--- src/rtl/namuru_dump_fifo.sv ---
// namuru_dump_fifo: record FIFO capturing channel-0 correlator accumulation
// dumps for word-by-word CPU readout in the sys_clk domain.
// Optional feature macro: NAMURU_DUMP_TIMESTAMP_EN adds a fifth word per
// record holding a free-running sys_clk cycle count sampled at dump_stb.
module namuru_dump_fifo #(
    parameter int unsigned DEPTH_LOG2 = 4,
    parameter int unsigned IRQ_LEVEL  = 1
) (
    input  logic                  sys_clk,
    input  logic                  sys_rst,
    input  logic                  dump_stb,
    input  logic [15:0]           i_early,
    input  logic [15:0]           q_early,
    input  logic [15:0]           i_prompt,
    input  logic [15:0]           q_prompt,
    input  logic [15:0]           i_late,
    input  logic [15:0]           q_late,
    input  logic [10:0]           epoch,
    input  logic                  rd_stb,
    output logic [31:0]           rd_data,
    output logic [DEPTH_LOG2:0]   level,
    output logic                  overflow,
    input  logic                  ovf_clr,
    input  logic                  flush,
    output logic [7:0]            drop_count,
    output logic                  irq
);

`ifdef NAMURU_DUMP_TIMESTAMP_EN
    localparam int unsigned WPR = 5;
`else
    localparam int unsigned WPR = 4;
`endif
    localparam int unsigned CAP = 1 << DEPTH_LOG2;
    localparam int unsigned AW  = $clog2(CAP * WPR);

    typedef enum logic {IDLE, WR} wr_state_t;

    wr_state_t               state, state_next;
    logic [2:0]              widx;
    logic [2:0]              rd_widx;
    logic [DEPTH_LOG2-1:0]   wr_rec;
    logic [DEPTH_LOG2-1:0]   rd_rec;
    logic                    commit_q;
    logic [15:0]             seq;
    logic [31:0]             st_w0, st_w1, st_w2, st_w3;
    logic [31:0]             wr_word;
    logic [AW-1:0]           wr_addr, rd_addr;
    logic [DEPTH_LOG2+1:0]   occupancy;
    logic                    pending, full;
    logic                    accept, drop, wr_en, last_word;
    logic                    rd_fire, release_rec;
    logic [31:0]             ram [CAP*WPR];

`ifdef NAMURU_DUMP_TIMESTAMP_EN
    logic [31:0]             cycle_cnt;
    logic [31:0]             st_w4;

    // Free-running timestamp counter
    always_ff @(posedge sys_clk) begin
        if (sys_rst) cycle_cnt <= '0;
        else         cycle_cnt <= cycle_cnt + 32'd1;
    end
`endif

    // A record still being written or awaiting commit already owns a slot
    assign pending   = (state == WR) || commit_q;
    assign occupancy = {1'b0, level} + (DEPTH_LOG2+2)'(pending);
    assign full      = occupancy >= (DEPTH_LOG2+2)'(CAP);

    assign wr_addr = AW'(wr_rec) * AW'(WPR) + AW'(widx);
    assign rd_addr = AW'(rd_rec) * AW'(WPR) + AW'(rd_widx);

    assign rd_fire     = rd_stb && (level != '0) && !flush;
    assign release_rec = rd_fire && (rd_widx == 3'(WPR-1));

    // Write FSM state register
    always_ff @(posedge sys_clk) begin
        if (sys_rst) state <= IDLE;
        else         state <= state_next;
    end

    // Write FSM next state, accept/drop decision and RAM write enable
    always_comb begin
        state_next = state;
        accept     = 1'b0;
        drop       = 1'b0;
        wr_en      = 1'b0;
        last_word  = 1'b0;
        if (flush) begin
            state_next = IDLE;
        end else begin
            case (state)
                IDLE: begin
                    if (dump_stb) begin
                        if (!full) begin
                            accept     = 1'b1;
                            state_next = WR;
                        end else begin
                            drop = 1'b1;
                        end
                    end
                end
                WR: begin
                    wr_en = 1'b1;
                    if (widx == 3'(WPR-1)) begin
                        last_word  = 1'b1;
                        state_next = IDLE;
                    end
                    if (dump_stb) drop = 1'b1;
                end
                default: state_next = IDLE;
            endcase
        end
    end

    // Select the staged word for the current write index
    always_comb begin
        wr_word = '0;
        case (widx)
            3'd0:    wr_word = st_w0;
            3'd1:    wr_word = st_w1;
            3'd2:    wr_word = st_w2;
            3'd3:    wr_word = st_w3;
`ifdef NAMURU_DUMP_TIMESTAMP_EN
            3'd4:    wr_word = st_w4;
`endif
            default: wr_word = '0;
        endcase
    end

    // Write-side counters: word index, record pointer, commit flag, sequence
    always_ff @(posedge sys_clk) begin
        if (sys_rst) begin
            widx     <= '0;
            wr_rec   <= '0;
            commit_q <= 1'b0;
            seq      <= '0;
        end else if (flush) begin
            widx     <= '0;
            wr_rec   <= '0;
            commit_q <= 1'b0;
        end else begin
            commit_q <= last_word;
            if (accept) begin
                widx <= '0;
                seq  <= seq + 16'd1;
            end else if (wr_en) begin
                widx <= last_word ? 3'd0 : widx + 3'd1;
            end
            if (last_word) wr_rec <= wr_rec + 1'b1;
        end
    end

    // Snapshot dump inputs into staging words on acceptance
    always_ff @(posedge sys_clk) begin
        if (accept) begin
            st_w0 <= {i_early, q_early};
            st_w1 <= {i_prompt, q_prompt};
            st_w2 <= {i_late, q_late};
            st_w3 <= {seq, 5'b0, epoch};
`ifdef NAMURU_DUMP_TIMESTAMP_EN
            st_w4 <= cycle_cnt;
`endif
        end
    end

    // Record RAM write port
    always_ff @(posedge sys_clk) begin
        if (wr_en) ram[wr_addr] <= wr_word;
    end

    // Read data register: empty-FIFO reads return zero
    always_ff @(posedge sys_clk) begin
        if (sys_rst)     rd_data <= '0;
        else if (rd_stb) rd_data <= rd_fire ? ram[rd_addr] : 32'h0;
    end

    // Read pointers: word index within record, record index
    always_ff @(posedge sys_clk) begin
        if (sys_rst || flush) begin
            rd_widx <= '0;
            rd_rec  <= '0;
        end else if (rd_fire) begin
            if (release_rec) begin
                rd_widx <= '0;
                rd_rec  <= rd_rec + 1'b1;
            end else begin
                rd_widx <= rd_widx + 3'd1;
            end
        end
    end

    // Complete-record level: commit and release in one cycle cancel
    always_ff @(posedge sys_clk) begin
        if (sys_rst || flush) begin
            level <= '0;
        end else begin
            case ({commit_q, release_rec})
                2'b10:   level <= level + 1'b1;
                2'b01:   level <= level - 1'b1;
                default: level <= level;
            endcase
        end
    end

    // Sticky overflow and saturating drop counter; a new drop beats ovf_clr
    always_ff @(posedge sys_clk) begin
        if (sys_rst) begin
            overflow   <= 1'b0;
            drop_count <= '0;
        end else if (drop) begin
            overflow <= 1'b1;
            if (ovf_clr)                 drop_count <= 8'd1;
            else if (drop_count != 8'hFF) drop_count <= drop_count + 8'd1;
        end else if (ovf_clr) begin
            overflow   <= 1'b0;
            drop_count <= '0;
        end
    end

    // Registered fill-threshold interrupt
    always_ff @(posedge sys_clk) begin
        if (sys_rst) irq <= 1'b0;
        else         irq <= (level >= (DEPTH_LOG2+1)'(IRQ_LEVEL));
    end

endmodule
--- config.mk ---
export PLATFORM = sky130hd
export DESIGN_NAME = namuru_dump_fifo
export DESIGN_NICKNAME = d
export VERILOG_FILES = /design/src/rtl/namuru_dump_fifo.sv
export SDC_FILE = /design/constraint.sdc
export NUM_CORES = 2
export LEC_CHECK = 0
export CAP_MARGIN = 25
export CORE_UTILIZATION = 65
export DETAILED_ROUTE_END_ITERATION = 8
export MAX_ROUTING_LAYER = met4
export PLACE_DENSITY = 0.8
export SLEW_MARGIN = 0
export SYNTH_ARGS = -nofsm -noshare
export SYNTH_HDL_FRONTEND = slang
export SYNTH_SLANG_ARGS = --single-unit
--- constraint.sdc ---
create_clock -name sys_clk -period 16.79 [get_ports sys_clk]
set_input_delay 1.679 -clock sys_clk [delete_from_list [all_inputs] [get_ports sys_clk]]
set_output_delay 1.679 -clock sys_clk [all_outputs]
set_load 0.1 [all_outputs]
**Word level (Yosys, flattened, before mapping)**

Memory sizes are Yosys's and may differ from the RTL's.
Cells that the tools add are included.

- Add/subtract/negate cells: 11
- $mul: 0
- Divide/modulo/power cells: 0
- $lt $le $gt $ge: 2
- Eq/ne operators: 7
- Shifts and indexed selects: 0
- Muxes and demuxes: 29
- Bitwise gates (word level): 2
- Reductions and logical operators: 16

Operator list:

| kind | count |
|---|---|
| case mux 32 bit (4 select lines) | 1 |
| two-way mux 32 bit | 1 |
| two-way mux 8 bit | 4 |
| two-way mux 1 bit | 18 |
| adder 16 x 1 -> 16 bit, second input constant | 1 |
| adder 6 x 3 -> 6 bit | 2 |
| case mux 5 bit (2 select lines) | 1 |
| == test 3 x 2 -> 1 bit, second input constant | 3 |
| adder 4 x 1 -> 4 bit, second input constant | 2 |
| adder 8 x 1 -> 8 bit, second input constant | 1 |
| != test 8 bit, second input constant | 1 |
| adder 3 x 1 -> 3 bit, second input constant | 2 |
| adder 5 x 1 -> 6 bit | 1 |
| greater-or-equal comparator 6 x 5 -> 1 bit, second input constant | 1 |
| two-way mux 3 bit | 2 |
| AND reduction 2 bit | 3 |
| nonzero test 2 bit | 3 |
| adder 5 x 1 -> 5 bit, second input constant | 1 |
| greater-or-equal comparator 5 x 1 -> 1 bit, second input constant | 1 |
| nonzero test 5 bit | 1 |
| subtractor 5 x 1 -> 5 bit, second input constant | 1 |
| case mux 1 bit (2 select lines) | 2 |
| == test 3 x 1 -> 1 bit, second input constant | 1 |
| logical AND 1 bit | 3 |
| 8 further kinds | 10 |

- Flip-flop bits (word level): 202
- Latch bits: 0
- Bits in writable memories: 2048
- Bits in read-only memories: 0
- Word-level logic and storage cells: 84
- Memories: 1

Memory list:

| name | depth | bits a word | rd ports | clocked after Yosys merged registers in | write ports | line | text |
|---|---|---|---|---|---|---|---|
| ram | 64 | 32 | 1 | 0 | 1 | 53 | `logic [31:0] ram [CAP*WPR];` |

**Logic depth before layout (Yosys ltp)**

- Word-level depth: 9
- Gate-level depth with buffers: 12
- Mapped depth without buffers: 11

**Worst setup path before layout**

Ideal clock, no wire load.

- Kind: input to register
- Start: input dump_stb
- End: register seq[4]
- Library setup time: 0.128 ns
- Arrival: 7.903 ns
- Required time: 16.662 ns
- Slack: 8.760 ns
- Stages on the path: 5
- Cell sequence: o211ai_1 > nor2_1 > nand4_1 > xor2_1 > nor2_1

- Word-level cells in the longest chain between the ends: 4

RTL lines:

| what | line | text |
|---|---|---|
| from (decl) | 11 | `input logic dump_stb,` |
| two-way mux 1 bit | 95 | `if (dump_stb) begin` |
| two-way mux 1 bit | 93 | `case (state)` |
| two-way mux 1 bit | 90 | `if (flush) begin` |
| named net accept | 51 | `logic accept, drop, wr_en, last_word;` |
| AND reduction 2 bit (no line) | - |  |
| to (signal assigned) | 147 | `seq <= seq + 16'd1;` |
| to (decl) | 45 | `logic [15:0] seq;` |

The timed path passes the listed nets, and every way through them passes these cells.
A chain may end at the register's enable or synchronous reset.

**Worst setup path after layout**

- Start: register rd_rec[0]
- End: register rd_data[15]

- Word-level cells in the longest chain between the ends: 3

RTL lines:

| what | line | text |
|---|---|---|
| from (decl) | 43 | `logic [DEPTH_LOG2-1:0] rd_rec;` |
| from (signal assigned) | 187 | `rd_rec <= rd_rec + 1'b1;` |
| adder 6 x 3 -> 6 bit | 72 | `assign rd_addr = AW'(rd_rec) * AW'(WPR) + AW'(rd_widx);` |
| memory read (64 x 32 bit) | - |  |
| two-way mux 32 bit | 176 | `else if (rd_stb) rd_data <= rd_fire ? ram[rd_addr] : 32'h0;` |
| to (signal assigned) | 176 |  |
| to (decl) | 20 | `output logic [31:0] rd_data,` |

Every way passes these cells.

==> metrics.yaml <==
critical_path:
  critPathSlowestCell: "buf_4"
  crit_path_max_incr_delay_ns: 0.78
  rrSetupSlack_ns: 11.61
  crit_path_end_kind: "flip-flop"
  critPathBufInv: 3
  reg2reg_depth: 9
  cp-start-kind: "flip-flop"
  timing.critical_path.from: "rd_rec[0]$_SDFFE_PP0P_"
  r2r_start: "rd_rec[0]$_SDFFE_PP0P_"
  worst-path-stages: 9
  r2r_end: "rd_data[15]$_SDFFE_PP0P_"
  crit_end: "rd_data[15]$_SDFFE_PP0P_"
  crit_family: "buffers and inverters"
  crit_fanout: 113
  critPathKind: "flip-flop to flip-flop"
  cp_common_cell: "buf_4"
  worstPathCellList: "ha_4 -> buf_4 -> buf_12 -> buf_4 -> nor2_1 -> a22oi_1 -> nand2_1 -> a32oi_1 -> o21ai_0"
  cp.arrival_ns: 5.87
  cp.required_ns: 17.48
worst_hold_path:
  hold_path.class: "flip-flop to flip-flop"
sta:
  period_minus_slack_ns: 5.18
  rsz0062_at_grt: "no"
  hold_viol_final: 0
  tightest_slew_ns: 1.10
  totalNegativeSetupSlack_ns: 0
  finalClockSkew_ns: 0.0340
  maxSlewHeadroom: 0.264
  slew_viol_final: 0
  finalSetupViolations: 0
  fmax_mhz: 193
  fin_crit_sh: 0.309
clock_network:
  cts-root-buf: "clkbuf_16"
  ctsResizeCount: 0
  cts_tree: "done"
  cts.sinks: 2250
  cts_buffers: 204
  postCtsSetupBuffers: 0
  clk_pin_slew_ns: 0.07
  hold_buffers: 0
  cts_buffer_depth: 3
  clk_latency_ns: 0.85
  htreeDepth: 4
floorplan:
  dieHeight_um: 366
  fp.dieW_um: 366
  initial_core_util: 0.655
  ios: 160
  die-area_sq_mm: 0.134
  rows: 133
  core_region_area_sq_mm: 0.131
grt:
  grt_overflow: 0
  grt_pass1_wl_um: 335000
  grt_start_max_net_pins: 128
  first_global_vias: 45173
  antenna_found_initial: 17
  grtUsageMet3: 0.114
  use_met1: 0.466
  grt_busiest_layer: "met2"
  grt.total_usage: 0.371
  grtUsageMet2: 0.554
drt:
  vias: 45737
  vias_per_cell: 7.41
  drt_iter0_drc: 8198
  wl_per_cell_um: 38.7
  drtPass1Iterations: 9
  antenna_left: 0
  drt_wl_total_um: 239000
  drc: 36
yosys:
  synth_top_area_cell: "edfxtp_1"
  synth_flop_cell: "edfxtp_1"
  synth_compound_area_frac: 0.0244
  synth_common_cells: "edfxtp_1, mux4_2, nand2_1"
  synth_nets: 4056
  async_flop_share: 0
  synth-edff-count: 2171
  synthAdderAreaFrac: 0.00276
  yosysMostFrequentCell: "edfxtp_1"
  ys_ff_latch: 2250
  synth_area_leaders: "edfxtp_1, mux4_2, dfxtp_1, mux2i_1, a22oi_1"
  synth.area.mux_share: 0.154
  syn-cell-area_sq_mm: 0.0860
  synth-warning-count: 0
  synth_top_cell_area_share: 0.758
  synth-simple-area-share: 0.0252
  synth_cell_types: 65
  synth_xor_area_frac: 0.00306
  synth.yosys.seq_area_share: 0.776
  synth_top_family_by_area: "multiplexers"
  synthCells: 3924
  synth.avg_cell_area_sq_um: 21.9
placement:
  placed_cell_area_sq_mm: 0.0908
  io_buffer_count: 159
  dp_hpwl_um: 127000
  gp_congestion: 0.909
layout:
  seq_area_sq_mm: 0.0668
  n_fill_cell: 6459
  drive_gt1_frac: 0.251
  syn2layout_area_growth_pct: 13.4
  stdcell_area_sq_mm: 0.0975
  multiInputGateArea_sq_mm: 0.0187
  nets: 4363
power:
  ir_worst_vdd_mv: 0.0947
  p_leak_uw: 0.0296
  power_density_mw_per_mm2: 113
status:
  violations: "design-rule violations"
  outcome: "finished, violations left"
job:
  drv_cap: 0
[state kept, by name, indices dropped and copies added (netlist names)]
| name | cells |
|---|---|
| widx | 3 |
| seq | 16 |
| drop_count | 8 |
| commit_q | 1 |
| level | 5 |
| st_w2 | 32 |
| ram | 2048 |
| rd_rec | 4 |
| st_w1 | 32 |
| st_w3 | 27 |
| rd_widx | 3 |
| wr_rec | 4 |
| st_w0 | 32 |
| overflow | 1 |
| irq | 1 |
| rd_data | 32 |
| state | 1 |
[per-layer routing]
layer	part of all wire	vias to the layer above
met5	0	-
met3	0.15	938
met1	0.32	23198
li1	-	17124
met4	0.066	0
met2	0.47	4477
[worst min-delay path by stage]
stage                    startpoint  slack [ns]                  end  depth (start not counted)
6_report       seq[13]$_SDFFE_PP0P_        0.47  st_w3[29]$_DFFE_PP_                          0
5_1_grt        seq[13]$_SDFFE_PP0P_        0.49  st_w3[29]$_DFFE_PP_                          0
4_1_cts        seq[13]$_SDFFE_PP0P_        0.47  st_w3[29]$_DFFE_PP_                          0
3_5_place_dp   seq[13]$_SDFFE_PP0P_        0.46  st_w3[29]$_DFFE_PP_                          0
3_3_place_gp   seq[13]$_SDFFE_PP0P_        0.45  st_w3[29]$_DFFE_PP_                          0
2_1_floorplan  seq[15]$_SDFFE_PP0P_        0.43  st_w3[31]$_DFFE_PP_                          0
[per-stage QoR]
step	instances	hold WS [ns]	total power (uW)	setup WS (ns)	util
finish	6175	0.470	11000	11.61	0.743
global route	6175	0.490	11200	11.55	0.743
detailed placement	5774	0.463	6430	11.51	0.691
floorplan	3924	0.428	6340	8.76	-
global placement	5745	0.451	6430	11.17	0.687
CTS	6156	0.474	11000	11.85	0.742
[cells in the final DEF (no fill, tap or decap), types with 24 or more instances in the layout]
cell type,synthesis,final
a21oi_1,34,34
nor2_1,132,63
nor2_4,0,65
clkdlybuf4s50_1,0,158
edfxtp_1,2171,2171
clkinv_1,0,45
a211oi_1,24,24
a22oi_1,115,115
clkbuf_1,47,44
nand3_1,52,52
mux2i_1,88,88
clkbuf_16,0,212
nand2_2,0,24
nor2b_1,29,26
a32oi_1,31,31
nand2_1,198,166
mux4_2,540,540
dfxtp_1,79,77
clkinv_2,0,47
buf_4,38,107
[kinds of logic after synthesis]
kind of cell | count (synthesis)
buffers and inverters | 215
adder cells (fa/ha/maj) | 19
AND/OR/NAND/NOR | 486
flip-flops | 2250
XOR/XNOR | 30
multiplexers | 638
AO/OA/AOI/OAI | 286
[where the power goes]
group,total (uW),internal (uW),switching (uW)
Clock,4670,2620,2050
Sequential,6160,6160,6.01
Combinational,156,34.2,122
Total,11000,8810,2180
[final cells by class]
class	count	share of cell area
flip-flops and latches	2250	0.685
diodes	13	0.000334
well taps	1755	0.0225
clock buffers	262	0.0569
inverters	13	0.000513
clock inverters	120	0.0109
repair buffers	303	0.0323
multi-input cells	1459	0.192
(Power assumes the default switching activity.)
